`config.mk`:
```
export PLATFORM = sky130hd
export DESIGN_NAME = mmio_initiator
export DESIGN_NICKNAME = d
export VERILOG_FILES = /design/src/rtl/mmio_initiator_pkg.sv /design/src/rtl/mmio_poll_timer.sv /design/src/rtl/mmio_initiator.sv
export SDC_FILE = /design/constraint.sdc
export NUM_CORES = 1
export LEC_CHECK = 0
export ABC_AREA = 1
export ABC_CLOCK_PERIOD_IN_PS = 3700
export BUFFER_PORTS_ARGS = -buffer_cell sky130_fd_sc_hd__buf_4
export CORE_UTILIZATION = 40
export CTS_CLUSTER_DIAMETER = 40
export DETAILED_ROUTE_END_ITERATION = 6
export PLACE_DENSITY = 0.71
export SLEW_MARGIN = 0
export SYNTH_ARGS = -nofsm -noshare
export SYNTH_HDL_FRONTEND = slang
export SYNTH_HIERARCHICAL = 1
export SYNTH_SLANG_ARGS = --single-unit
```
`constraint.sdc`:
```
create_clock -name clock -period 3.7 [get_ports clock]
set_input_delay 0.185 -clock clock [delete_from_list [all_inputs] [get_ports clock]]
set_output_delay 0.185 -clock clock [all_outputs]
set_load 0.01 [all_outputs]
```
`src/rtl/mmio_initiator_pkg.sv`:
```
`default_nettype none
// ============================================================================
// Module      : mmio_initiator_pkg
// Description : Shared definitions for the peripheral register bank and the
//               bus between initiator and responder: register addresses,
//               bus mode encodings and the request address check.
// Ports       : none (package)
// Revision    : 1.0 - initial release
// ============================================================================
package mmio_initiator_pkg;

  localparam logic [31:0] PERIPH_ADDR_DISPLAY_CONTROL = 32'h20;
  localparam logic [31:0] PERIPH_ADDR_SEVENSEG_LO     = 32'h21;
  localparam logic [31:0] PERIPH_ADDR_SEVENSEG_HI     = 32'h22;
  localparam logic [31:0] PERIPH_ADDR_MONO_LED        = 32'h23;
  localparam logic [31:0] PERIPH_ADDR_COLOR_LED0      = 32'h24;
  localparam logic [31:0] PERIPH_ADDR_COLOR_LED1      = 32'h25;
  localparam logic [31:0] PERIPH_ADDR_STATUS          = 32'h26;

  localparam logic BUS_WRITE = 1'b1;
  localparam logic BUS_READ  = 1'b0;

  // A request is legal when it lands inside the bank and is not a write to
  // the read-only top word (status).
  function automatic logic addr_ok(input logic [31:0] addr,
                                   input logic        write,
                                   input logic [31:0] lo,
                                   input logic [31:0] hi);
    return (addr >= lo) && (addr <= hi) && !(write && (addr == hi));
  endfunction

endpackage
`default_nettype wire

```
`src/rtl/mmio_poll_timer.sv`:
```
`default_nettype none
// ============================================================================
// Module      : mmio_poll_timer
// Description : Free-running down-counter that raises a sticky poll request
//               every POLL_INTERVAL cycles. POLL_INTERVAL = 0 makes it inert.
// Ports       : clock        - system clock
//               reset        - synchronous active-high reset
//               clear        - drops the pending poll request
//               poll_pending - a status poll is owed
// Revision    : 1.0 - initial release
// ============================================================================
module mmio_poll_timer #(
  parameter int POLL_INTERVAL = 1000
) (
  input  logic clock,
  input  logic reset,
  input  logic clear,
  output logic poll_pending
);

  generate
    if (POLL_INTERVAL == 0) begin : g_poll_off
      logic w_unused;
      assign w_unused     = &{1'b0, clock, reset, clear};
      assign poll_pending = 1'b0;
    end else begin : g_poll_on
      localparam int CW = (POLL_INTERVAL < 2) ? 1 : $clog2(POLL_INTERVAL + 1);
      localparam logic [CW-1:0] RELOAD = CW'(POLL_INTERVAL - 1);

      logic [CW-1:0] r_count;
      logic          r_pending;

      // An expiry wins over a same-cycle clear so no interval is lost; an
      // expiry while already pending simply merges into the existing flag.
      always_ff @(posedge clock) begin
        if (reset) begin
          r_count   <= RELOAD;
          r_pending <= 1'b0;
        end else if (r_count == '0) begin
          r_count   <= RELOAD;
          r_pending <= 1'b1;
        end else begin
          r_count <= r_count - CW'(1);
          if (clear) begin
            r_pending <= 1'b0;
          end
        end
      end

      assign poll_pending = r_pending;
    end
  endgenerate

endmodule
`default_nettype wire

```
`src/rtl/mmio_initiator.sv`:
```
`default_nettype none
// ============================================================================
// Module      : mmio_initiator
// Description : Single-outstanding bus initiator for the peripheral bank.
//               Turns valid/ready requests into one-cycle bus accesses,
//               returns responses on a valid/ready channel and periodically
//               polls the status word, flagging changes.
// Ports       : clock, reset            - clock / sync active-high reset
//               req_*                   - request channel (valid/ready)
//               rsp_*                   - response channel (valid/ready)
//               bus_address/mode/wdata  - registered bus to responder
//               bus_rdata               - responder read data (combinational)
//               status_last             - last polled status word
//               status_changed          - one-cycle pulse on status change
// Revision    : 1.0 - initial release
// ============================================================================
module mmio_initiator
  import mmio_initiator_pkg::*;
#(
  parameter int          POLL_INTERVAL = 1000,
  parameter logic [31:0] ADDR_LO       = 32'h20,
  parameter logic [31:0] ADDR_HI       = 32'h26
) (
  input  logic        clock,
  input  logic        reset,
  input  logic        req_valid,
  output logic        req_ready,
  input  logic        req_write,
  input  logic [31:0] req_addr,
  input  logic [31:0] req_wdata,
  output logic        rsp_valid,
  input  logic        rsp_ready,
  output logic [31:0] rsp_rdata,
  output logic        rsp_err,
  output logic [31:0] bus_address,
  output logic        bus_mode,
  output logic [31:0] bus_wdata,
  input  logic [31:0] bus_rdata,
  output logic [31:0] status_last,
  output logic        status_changed
);

  typedef enum logic [1:0] {
    S_IDLE   = 2'd0,
    S_ACCESS = 2'd1,
    S_RESP   = 2'd2,
    S_POLL   = 2'd3
  } state_t;

  state_t      r_state, w_state_next;
  logic [31:0] r_bus_address, w_bus_address;
  logic        r_bus_mode, w_bus_mode;
  logic [31:0] r_bus_wdata, w_bus_wdata;
  logic        r_rsp_valid, w_rsp_valid;
  logic [31:0] r_rsp_rdata, w_rsp_rdata;
  logic        r_rsp_err, w_rsp_err;
  logic [31:0] r_status_last, w_status_last;
  logic        r_status_changed, w_status_changed;
  logic        w_req_ready;
  logic        w_poll_pending;
  logic        w_poll_clear;

  mmio_poll_timer #(
    .POLL_INTERVAL(POLL_INTERVAL)
  ) u_poll_timer (
    .clock       (clock),
    .reset       (reset),
    .clear       (w_poll_clear),
    .poll_pending(w_poll_pending)
  );

  always_ff @(posedge clock) begin
    if (reset) begin
      r_state          <= S_IDLE;
      r_bus_address    <= '0;
      r_bus_mode       <= BUS_READ;
      r_bus_wdata      <= '0;
      r_rsp_valid      <= 1'b0;
      r_rsp_rdata      <= '0;
      r_rsp_err        <= 1'b0;
      r_status_last    <= '0;
      r_status_changed <= 1'b0;
    end else begin
      r_state          <= w_state_next;
      r_bus_address    <= w_bus_address;
      r_bus_mode       <= w_bus_mode;
      r_bus_wdata      <= w_bus_wdata;
      r_rsp_valid      <= w_rsp_valid;
      r_rsp_rdata      <= w_rsp_rdata;
      r_rsp_err        <= w_rsp_err;
      r_status_last    <= w_status_last;
      r_status_changed <= w_status_changed;
    end
  end

  // The bus defaults to its idle value (read of address 0) every cycle and
  // is only loaded when entering ACCESS or POLL, so each access lasts
  // exactly one cycle.
  always_comb begin
    w_state_next     = r_state;
    w_bus_address    = '0;
    w_bus_mode       = BUS_READ;
    w_bus_wdata      = '0;
    w_rsp_valid      = r_rsp_valid;
    w_rsp_rdata      = r_rsp_rdata;
    w_rsp_err        = r_rsp_err;
    w_status_last    = r_status_last;
    w_status_changed = 1'b0;
    w_poll_clear     = 1'b0;
    w_req_ready      = 1'b0;

    case (r_state)
      S_IDLE: begin
        w_req_ready = !w_poll_pending;
        if (w_poll_pending) begin
          w_bus_address = ADDR_HI;
          w_state_next  = S_POLL;
        end else if (req_valid) begin
          if (addr_ok(req_addr, req_write, ADDR_LO, ADDR_HI)) begin
            w_bus_address = req_addr;
            w_bus_mode    = req_write;
            w_bus_wdata   = req_wdata;
            w_state_next  = S_ACCESS;
          end else begin
            // Rejected requests never touch the bus.
            w_rsp_valid  = 1'b1;
            w_rsp_err    = 1'b1;
            w_rsp_rdata  = '0;
            w_state_next = S_RESP;
          end
        end
      end
      S_ACCESS: begin
        w_rsp_valid  = 1'b1;
        w_rsp_err    = 1'b0;
        w_rsp_rdata  = (r_bus_mode == BUS_WRITE) ? 32'h0 : bus_rdata;
        w_state_next = S_RESP;
      end
      S_RESP: begin
        if (rsp_ready) begin
          w_rsp_valid  = 1'b0;
          w_rsp_err    = 1'b0;
          w_rsp_rdata  = '0;
          w_state_next = S_IDLE;
        end
      end
      S_POLL: begin
        w_poll_clear = 1'b1;
        if (bus_rdata != r_status_last) begin
          w_status_last    = bus_rdata;
          w_status_changed = 1'b1;
        end
        w_state_next = S_IDLE;
      end
      default: w_state_next = S_IDLE;
    endcase
  end

  assign req_ready      = w_req_ready;
  assign rsp_valid      = r_rsp_valid;
  assign rsp_rdata      = r_rsp_rdata;
  assign rsp_err        = r_rsp_err;
  assign bus_address    = r_bus_address;
  assign bus_mode       = r_bus_mode;
  assign bus_wdata      = r_bus_wdata;
  assign status_last    = r_status_last;
  assign status_changed = r_status_changed;

endmodule
`default_nettype wire

```
==> summary.txt, run 1 <==
Place
  – Dpl hpwl: 11100 um
  – IO Port Bufs: between 200 and 250
  – Placer Congestion: roughly 0.83
  – Pre-CTS setup slack: 1.44 ns

Synthesis
  – Yosys Warn Count: 6
  – Sequential area share after synthesis: 47.3%
  – FF+latch count, synth: around 150
  – Largest cells by area after synthesis: dfxtp_1, nor2_1, nand2_1
  – Yosys cell types: 35
  – Post-synth EDFFs: 0
  – Post-synth top area share: between 40% and 50%
  – Syn Inst Count: approximately 820
  – Most used DFF post-synth: dfxtp_1
  – Post-synth top area cell: dfxtp_1
  – Cell Area, Synth: between 6000 and 7000 sq um
  – Avg Synthesized Cell Area: 7.53 sq um
  – Post-synth ARST share: 0%

Global routing
  – Antenna violations before repair: 0
  – Largest net degree at the start of global routing: 67
  – First-pass GRT wire length: 26000 um
  – Number of global-route vias before repair: around 5600
  – Remaining Overflow, GRT: 0
  – GR Util All Layers: between 20% and 30%

Timing
  – Tcrit/Tclk final: between 60% and 70%
  – Setup violators final: 0
  – Final min period: approximately 2.3 ns
  – RSZ-0062 raised after global routing: no
  – Final TNS setup: 0 ns
  – Max-slew headroom: between 10% and 20%
  – Worst Skew: a little over 0.01 ns
  – Max Clk Rate: roughly 0.43 GHz
  – Slew Viols, Final: 0
  – Final hold viol count: 0
  – Post-route setup slack: roughly 1.4 ns
  – Slew @ Worst Pin: 1.28 ns

Power and ir drop
  – Overall Power: 3.94 mW
  – Pwr per Cell Area: approximately 440 nW/um^2
  – Max VDD drop: 312 uV
  – Leakage power: 4.36 nW

Route
  – Via count: between 5000 and 6000
  – DR pass1 iterations: 7
  – Detail Route Antenna Nets: 0
  – Via density per instance: between 4 and 5
  – Number of DRC markers in iteration 0: about 370
  – # DRC: 0
  – WL per Instance: 12.4 um
  – Drt total wl: 16000 um

Floorplan
  – Die Area: between 15000 and 20000 sq um
  – Core area: 14800 sq um
  – Die height: roughly 130 um
  – Starting Density: between 40% and 50%
  – I/O pins: 234
  – # rows: 44
  – Die width: ~130 um

Worst hold path
  – Min-delay worst type: input pin to flip-flop
  – WHS Endpoint: bus_wdata[7]$_SDFF_PP0_
  – Hold depth: 3
  – Hold Path Origin: req_wdata[7]

Layout
  – Fraction of layout cells with a size suffix above 1: between 20% and 30%
  – Synth-to-Final Area Change: 45.7%
  – Final nets: roughly 1200
  – ANT cells: 0

Critical path
  – R2r setup slk: between 1 and 1.5 ns
  – FF-to-FF End: status_last[27]$_SDFFE_PP0P_
  – CP endpoint kind: flip-flop
  – Top fanout value on the critical path: 65
  – Reg2reg start: status_last[28]$_SDFFE_PP0P_
  – CP Data Arrival Time: 2.67 ns
  – Critical path startpoint category: flip-flop
  – R2R depth: 9
  – Req. time, crit path: slightly above 4 ns
  – Setup CP Type: flip-flop to flip-flop

Clock tree
  – CTS Buf Count: 17
  – Post-CTS resize count: 0
  – CTS Sinks: roughly 150
  – CTS Hold Bufs: 31
  – Clock root buffer: clkbuf_16
  – Htree depth: 4
  – Worst-Skew Late Latency: between 0.4 and 0.5 ns
  – CTS tree: built
  – Setup bufs post-CTS: 0
  – CTS max path bufs: 2
  – Clk pin slew, worst setup/hold paths: 0.06 ns

Job
  – Number of max-cap violations: 0

Status
  – Status: complete, no violations
[cell usage after synthesis (all sizes together), types with 6 or more instances]
master    n
nor2    212
inv      75
nand4    10
nand3b   26
dfxtp   145
clkbuf   16
xnor2     8
buf      20
nand3    61
or2       6
nand2   161
a21oi    42
ha        6
xor2     18
[critical path, stage by stage (launching register included)]
cell,delay (ns)
dfxtp_1,0.40
xnor2_1,0.14
nand3_1,0.09
nor2_1,0.11
nand3_1,0.10
nor2_1,0.15
nand2_2,0.69
nand3b_1,0.37
nand2_1,0.07
nor2_1,0.11
[power by group]
group	leakage [nW]	total, mW	internal [mW]	switching [mW]
combinational	2.88	0.538	0.266	0.272
clock	0.295	1.74	1.02	0.720
sequential	1.19	1.66	1.63	0.0326
[cell type report]
| cell class | count | area [sq um] |
|---|---|---|
| Fill cell | 1359 | 5800 |
| Sequential cell | 145 | 2900 |
| Multi-Input combinational cell | 587 | 2860 |
| Timing Repair Buffer | 266 | 2070 |
| Clock buffer | 17 | 425 |
| Inverter | 75 | 282 |
| Tap cell | 184 | 230 |
| Clock inverter | 15 | 173 |
[metrics by stage]
| step | instance area [sq um] | instances | hold slack (ns) | util [%] |
|---|---|---|---|---|
| 2_1_floorplan | 6240 | 843 | 0.247 | - |
| 3_3_place_gp | 8040 | 1226 | 0.376 | 54.5 |
| 3_5_place_dp | 8040 | 1226 | 0.387 | 54.5 |
| 4_1_cts | 8950 | 1289 | 0.000283 | 60.7 |
| 5_1_grt | 8950 | 1289 | 0.00946 | 60.7 |
| 6_report | 8950 | 1289 | 0.0103 | 60.7 |
[logic make-up after synthesis]
logic type / Yosys count / synth area share [%]
fa+ha+maj: 6 / 1.22
buf+inv: 111 / 8.02
xor+xnor: 26 / 3.71
flops: 145 / 47.3
compound gates: 48 / 4.36
simple gates: 479 / 35.4
other cells: 1 / 0.0610
[routing by layer]
| metal | global-route usage [%] | routed length (um) | up-vias |
|---|---|---|---|
| li1 | - | - | 3052 |
| met1 | 24.3 | 7050 | 2661 |
| met2 | 34.2 | 7470 | 203 |
| met3 | 7.09 | 1270 | 21 |
| met4 | 7.44 | 231 | 0 |
| met5 | 0 | 0 | - |
[registers in the layout, summed over array words and instances (netlist names)]
| signal | cells |
|---|---|
| status_changed | 1 |
| u_poll_timer/g_poll_on.r_count | 10 |
| u_poll_timer/poll_pending | 1 |
| bus_address | 32 |
| bus_wdata | 32 |
| r_state | 2 |
| rsp_valid | 1 |
| status_last | 32 |
| rsp_err | 1 |
| rsp_rdata | 32 |
| bus_mode | 1 |
[cell usage in the layout, fill, tap and decap left out, types with 3 or more instances in the layout]
master	synthesis	routed
buf_4	6	235
nand2_1	156	155
nor2_2	38	39
nand4_1	8	8
dfxtp_1	145	145
o21ai_0	3	3
clkbuf_16	0	17
dlygate4sd3_1	0	31
nand3_1	59	59
nand2_2	4	5
inv_6	0	5
xnor2_1	8	8
nor2_1	173	172
nand3b_1	26	26
conb_1	1	28
or2_2	6	6
xor2_1	18	18
a21oi_1	40	40
inv_8	0	3
ha_1	6	5
inv_1	74	73
[how the worst max path moves through the flow]
stage / from / end / cells past startpoint / slack (ns)
detailed placement: status_last[28]$_SDFFE_PP0P_ / status_last[28]$_SDFFE_PP0P_ / 9 / 1.44
floorplan: r_state[0]$_SDFFE_PP0P_ / rsp_rdata[10]$_SDFFE_PP0P_ / 8 / 2.05
finish: status_last[28]$_SDFFE_PP0P_ / status_last[27]$_SDFFE_PP0P_ / 9 / 1.39
global route: status_last[15]$_SDFFE_PP0P_ / status_last[10]$_SDFFE_PP0P_ / 9 / 1.12
CTS: status_last[28]$_SDFFE_PP0P_ / status_last[27]$_SDFFE_PP0P_ / 9 / 1.38
global placement: status_last[28]$_SDFFE_PP0P_ / status_last[26]$_SDFFE_PP0P_ / 9 / 1.46
No activity file was read; power rests on OpenSTA's default activity.
==> run 2, diff against run 1 <==
--- a/config.mk
+++ b/config.mk
@@ -5,13 +5,13 @@
 export SDC_FILE = /design/constraint.sdc
 export NUM_CORES = 1
 export LEC_CHECK = 0
-export ABC_AREA = 1
-export ABC_CLOCK_PERIOD_IN_PS = 3700
+export ABC_AREA = 0
+export ABC_CLOCK_PERIOD_IN_PS = 1900
 export BUFFER_PORTS_ARGS = -buffer_cell sky130_fd_sc_hd__buf_4
 export CORE_UTILIZATION = 40
 export CTS_CLUSTER_DIAMETER = 40
 export DETAILED_ROUTE_END_ITERATION = 6
-export PLACE_DENSITY = 0.71
+export PLACE_DENSITY = 0.76
 export SLEW_MARGIN = 0
 export SYNTH_ARGS = -nofsm -noshare
 export SYNTH_HDL_FRONTEND = slang
==> constraint.sdc (replaced) <==
create_clock -name clock -period 1.9 [get_ports clock]
set_input_delay 0.095 -clock clock [delete_from_list [all_inputs] [get_ports clock]]
set_output_delay 0.095 -clock clock [all_outputs]
set_load 0.01 [all_outputs]
==> run 2 against run 1 <==
  * Sequential cell count is the same
  * Setup slack worse by 1.3 ns
  * Die area decreased by 11%
  * Non-clock buffer count grew 67
  * Clock skew down 0.00097 ns
  * Utilization grew 7.5 points
  * Via count down 15%
  * Sequential power rose by 87%
  * Count of clock-buffer cells in the layout is 2 higher
  * Worst hold slack improved by 0.27 ns
  * Critical endpoint is now rsp_rdata[14]$_SDFFE_PP0P_
  * Largest cell class unchanged
==> summary.txt, run 2 <==
Global routing
  – Remaining Overflow, GRT: 0
  – GR Util All Layers: between 20% and 30%
  – Most Crowded Layer GR: met2
  – First-pass GRT wire length: 24600 um
  – Met1 usage: approximately a quarter
  – Met3 global-route usage: under 10%
  – Antenna violations before repair: 0
  – Number of global-route vias before repair: approximately 5000
  – Met2 global-route usage: between 40 and 50%
  – Largest net degree at the start of global routing: 65

Layout
  – Fraction of layout cells with a size suffix above 1: around 34%
  – Most frequent cells in the layout: buf_4, dfxtp_1, nand2_1, dlygate4sd3_1, mux2i_1
  – Synth-to-Final Area Change: 65.7%
  – Commonest non-fill, non-tap cell in the layout: buf_4
  – Final nets: 1005
  – ANT cells: 0

Critical path
  – CP cell instances: inv_2 > ha_4 > nand2b_1 > or4b_4 > nand2_8 > buf_6 > mux2i_1
  – Req. time, crit path: about 2.2 ns
  – Worst path bufs/invs: 2
  – Crit path largest cell delay: between 0.5 and 0.6 ns
  – Crit path from: r_state[1]$_SDFFE_PP0P_
  – CP Data Arrival Time: around 2.2 ns
  – CP endpoint kind: flip-flop
  – Critical path's slowest cell: or4b_4
  – Reg2reg start: r_state[1]$_SDFFE_PP0P_
  – Top delay family on crit path: simple AND/OR/NAND/NOR gates
  – Setup CP Type: flip-flop to flip-flop
  – Top fanout value on the critical path: 5
  – Critical path startpoint category: flip-flop

Floorplan
  – Die height: about 120 um
  – Die Area: about 14000 sq um
  – Die width: about 120 um
  – Starting Density: between 40 and 50%
  – # rows: 42
  – I/O pins: ~230
  – Core area: 13300 sq um

Synthesis
  – Most used DFF post-synth: dfxtp_1
  – Commonest cells post-synth: dfxtp_1, nand2_1, mux2i_1
  – Post-synth ARST share: 0%
  – Most frequent cell after synthesis: dfxtp_1
  – Avg Synthesized Cell Area: 10.1 sq um
  – Yosys Warn Count: 6
  – Largest cells by area after synthesis: dfxtp_1, mux2i_1, nand2_1
  – FF+latch count, synth: 145
  – Yosys cell types: 41
  – Cell Area, Synth: ~5500 sq um
  – Post-synth top area share: 53.1%
  – Post-synth EDFFs: 0
  – Sequential area share after synthesis: roughly 53%
  – Post-synth top area cell: dfxtp_1
  – Syn Inst Count: about 540

Clock tree
  – CTS tree: built
  – Worst-Skew Late Latency: around 0.42 ns
  – Clk pin slew, worst setup/hold paths: 0.06 ns
  – CTS max path bufs: 2
  – Clock root buffer: clkbuf_16
  – CTS Buf Count: 17
  – CTS Sinks: roughly 150
  – Htree depth: 4

Timing
  – Max-slew headroom: about two thirds
  – Max Clk Rate: about 0.55 GHz
  – Slew @ Worst Pin: between 0.4 and 0.5 ns
  – Post-route setup slack: 0.0678 ns
  – Setup violators final: 0
  – Tcrit/Tclk final: a little over nine tenths
  – Final min period: about 1.8 ns
  – Slew Viols, Final: 0
  – Final hold viol count: 0
  – Worst Skew: ~0.0094 ns
  – Hold slack: 0.280 ns

Power and ir drop
  – Pwr per Cell Area: about 800 nW/um^2
  – Leakage power: between 4 and 5 nW
  – Max VDD drop: ~580 uV

Route
  – DR pass1 iterations: 4
  – Via count: between 5000 and 6000
  – Drt total wl: between 15000 and 20000 um
  – # DRC: 0
  – Number of DRC markers in iteration 0: 246
  – Detail Route Antenna Nets: 0
  – Via density per instance: around 4.6
  – WL per Instance: approximately 15 um

Place
  – Pre-CTS setup slack: -0.0349 ns
  – IO Port Bufs: approximately 230
  – Placer Congestion: about 0.8
  – Dpl hpwl: 10700 um

Worst hold path
  – Min-delay worst type: input pin to flip-flop
  – Hold Path Origin: req_addr[16]

Job
  – Number of max-cap violations: 0

Status
  – Status: complete, no violations
## run 2: cell count changes after synthesis, moves of 6 or more
cell and delta:
nand3_1 -50, nor2_1 -169, and2_1 +34, nand3b_1 -26
buf_4 -6, nand2_1 -20, a21oi_1 -33, xor2_1 -18
inv_1 -64, xnor2_1 +25, nor2_2 -38, nor4_1 +12
mux2i_1 +64
## run 2: cell type report
class                      instances  area [sq um]
clock inverter                    12           134
sequential                       145          2910
inverter                          11          41.3
multi-input combinational        390          2520
fill                             997          4230
clock buffer                      19           453
timing repair buffer             333          2790
tap                              176           220
## run 2: per-layer routing
metal  up-vias  share of wire (%)
li1       2504                  -
met1      2305                 40
met2       200                 52
met3        23                7.1
met4         0                1.7
met5         -                  0
## run 2: final timing paths
check / end / slack [ns] / cells past startpoint
worst max-delay path: rsp_rdata[14]$_SDFFE_PP0P_ / 0.07 / 7
worst min-delay path: bus_address[2]$_SDFF_PP0_ / 0.28 / 7
worst max register to register: rsp_rdata[14]$_SDFFE_PP0P_ / 0.07 / 7
worst min register to register: u_poll_timer/g_poll_on.r_count[0]$_SDFF_PP1_ / 0.41 / 1
## run 2: repair_timing
action / 4_1_cts / 5_1_grt
setup buffers: 4 / 2
pin swaps: 1 / 5
hold endpoints to repair: 107 / 0
resized for setup: 4 / 9
setup endpoints to repair: 3 / 55
hold buffers: 71 / 0
gates cloned: 1 / 0
## run 2: tightest hold or removal path: stages
cell     delay (ns)
buf_4          0.08
nor4b_1        0.04
nand4_1        0.11
nor3_4         0.05
buf_4          0.15
nand3_1        0.08
a21oi_1        0.06
## run 2: kinds of logic (layout without fill, tap and decap cells)
family | Yosys count | count (layout) | synth area share, %
other | 1 | 28 | 0.0686
multiplexers | 64 | 64 | 11.7
buffers and inverters | 37 | 375 | 4.07
adder cells (fa/ha/maj) | 6 | 6 | 1.37
AO/OA/AOI/OAI | 30 | 30 | 3.68
AND/OR/NAND/NOR | 228 | 229 | 20.7
flip-flops | 145 | 145 | 53.1
XOR/XNOR | 33 | 33 | 5.28
## run 2: power by group
group / internal (mW) / switching, mW
clock: 2.00 / 1.29
combinational: 0.496 / 0.359
sequential: 3.09 / 0.0203
## run 2: per-stage QoR
stage / cells / setup TNS, ns / total power [mW] / util [%] / area [sq um]
after floorplan: 571 / 0 / 3.48 / - / 5570
after global placement: 977 / 0 / 3.82 / 57.4 / 7630
after detailed placement: 977 / -0.0419 / 3.82 / 57.4 / 7630
after CTS: 1084 / 0 / 7.27 / 67.6 / 8990
after global routing: 1086 / -0.0240 / 7.52 / 68.2 / 9060
final: 1086 / 0 / 7.25 / 68.2 / 9060
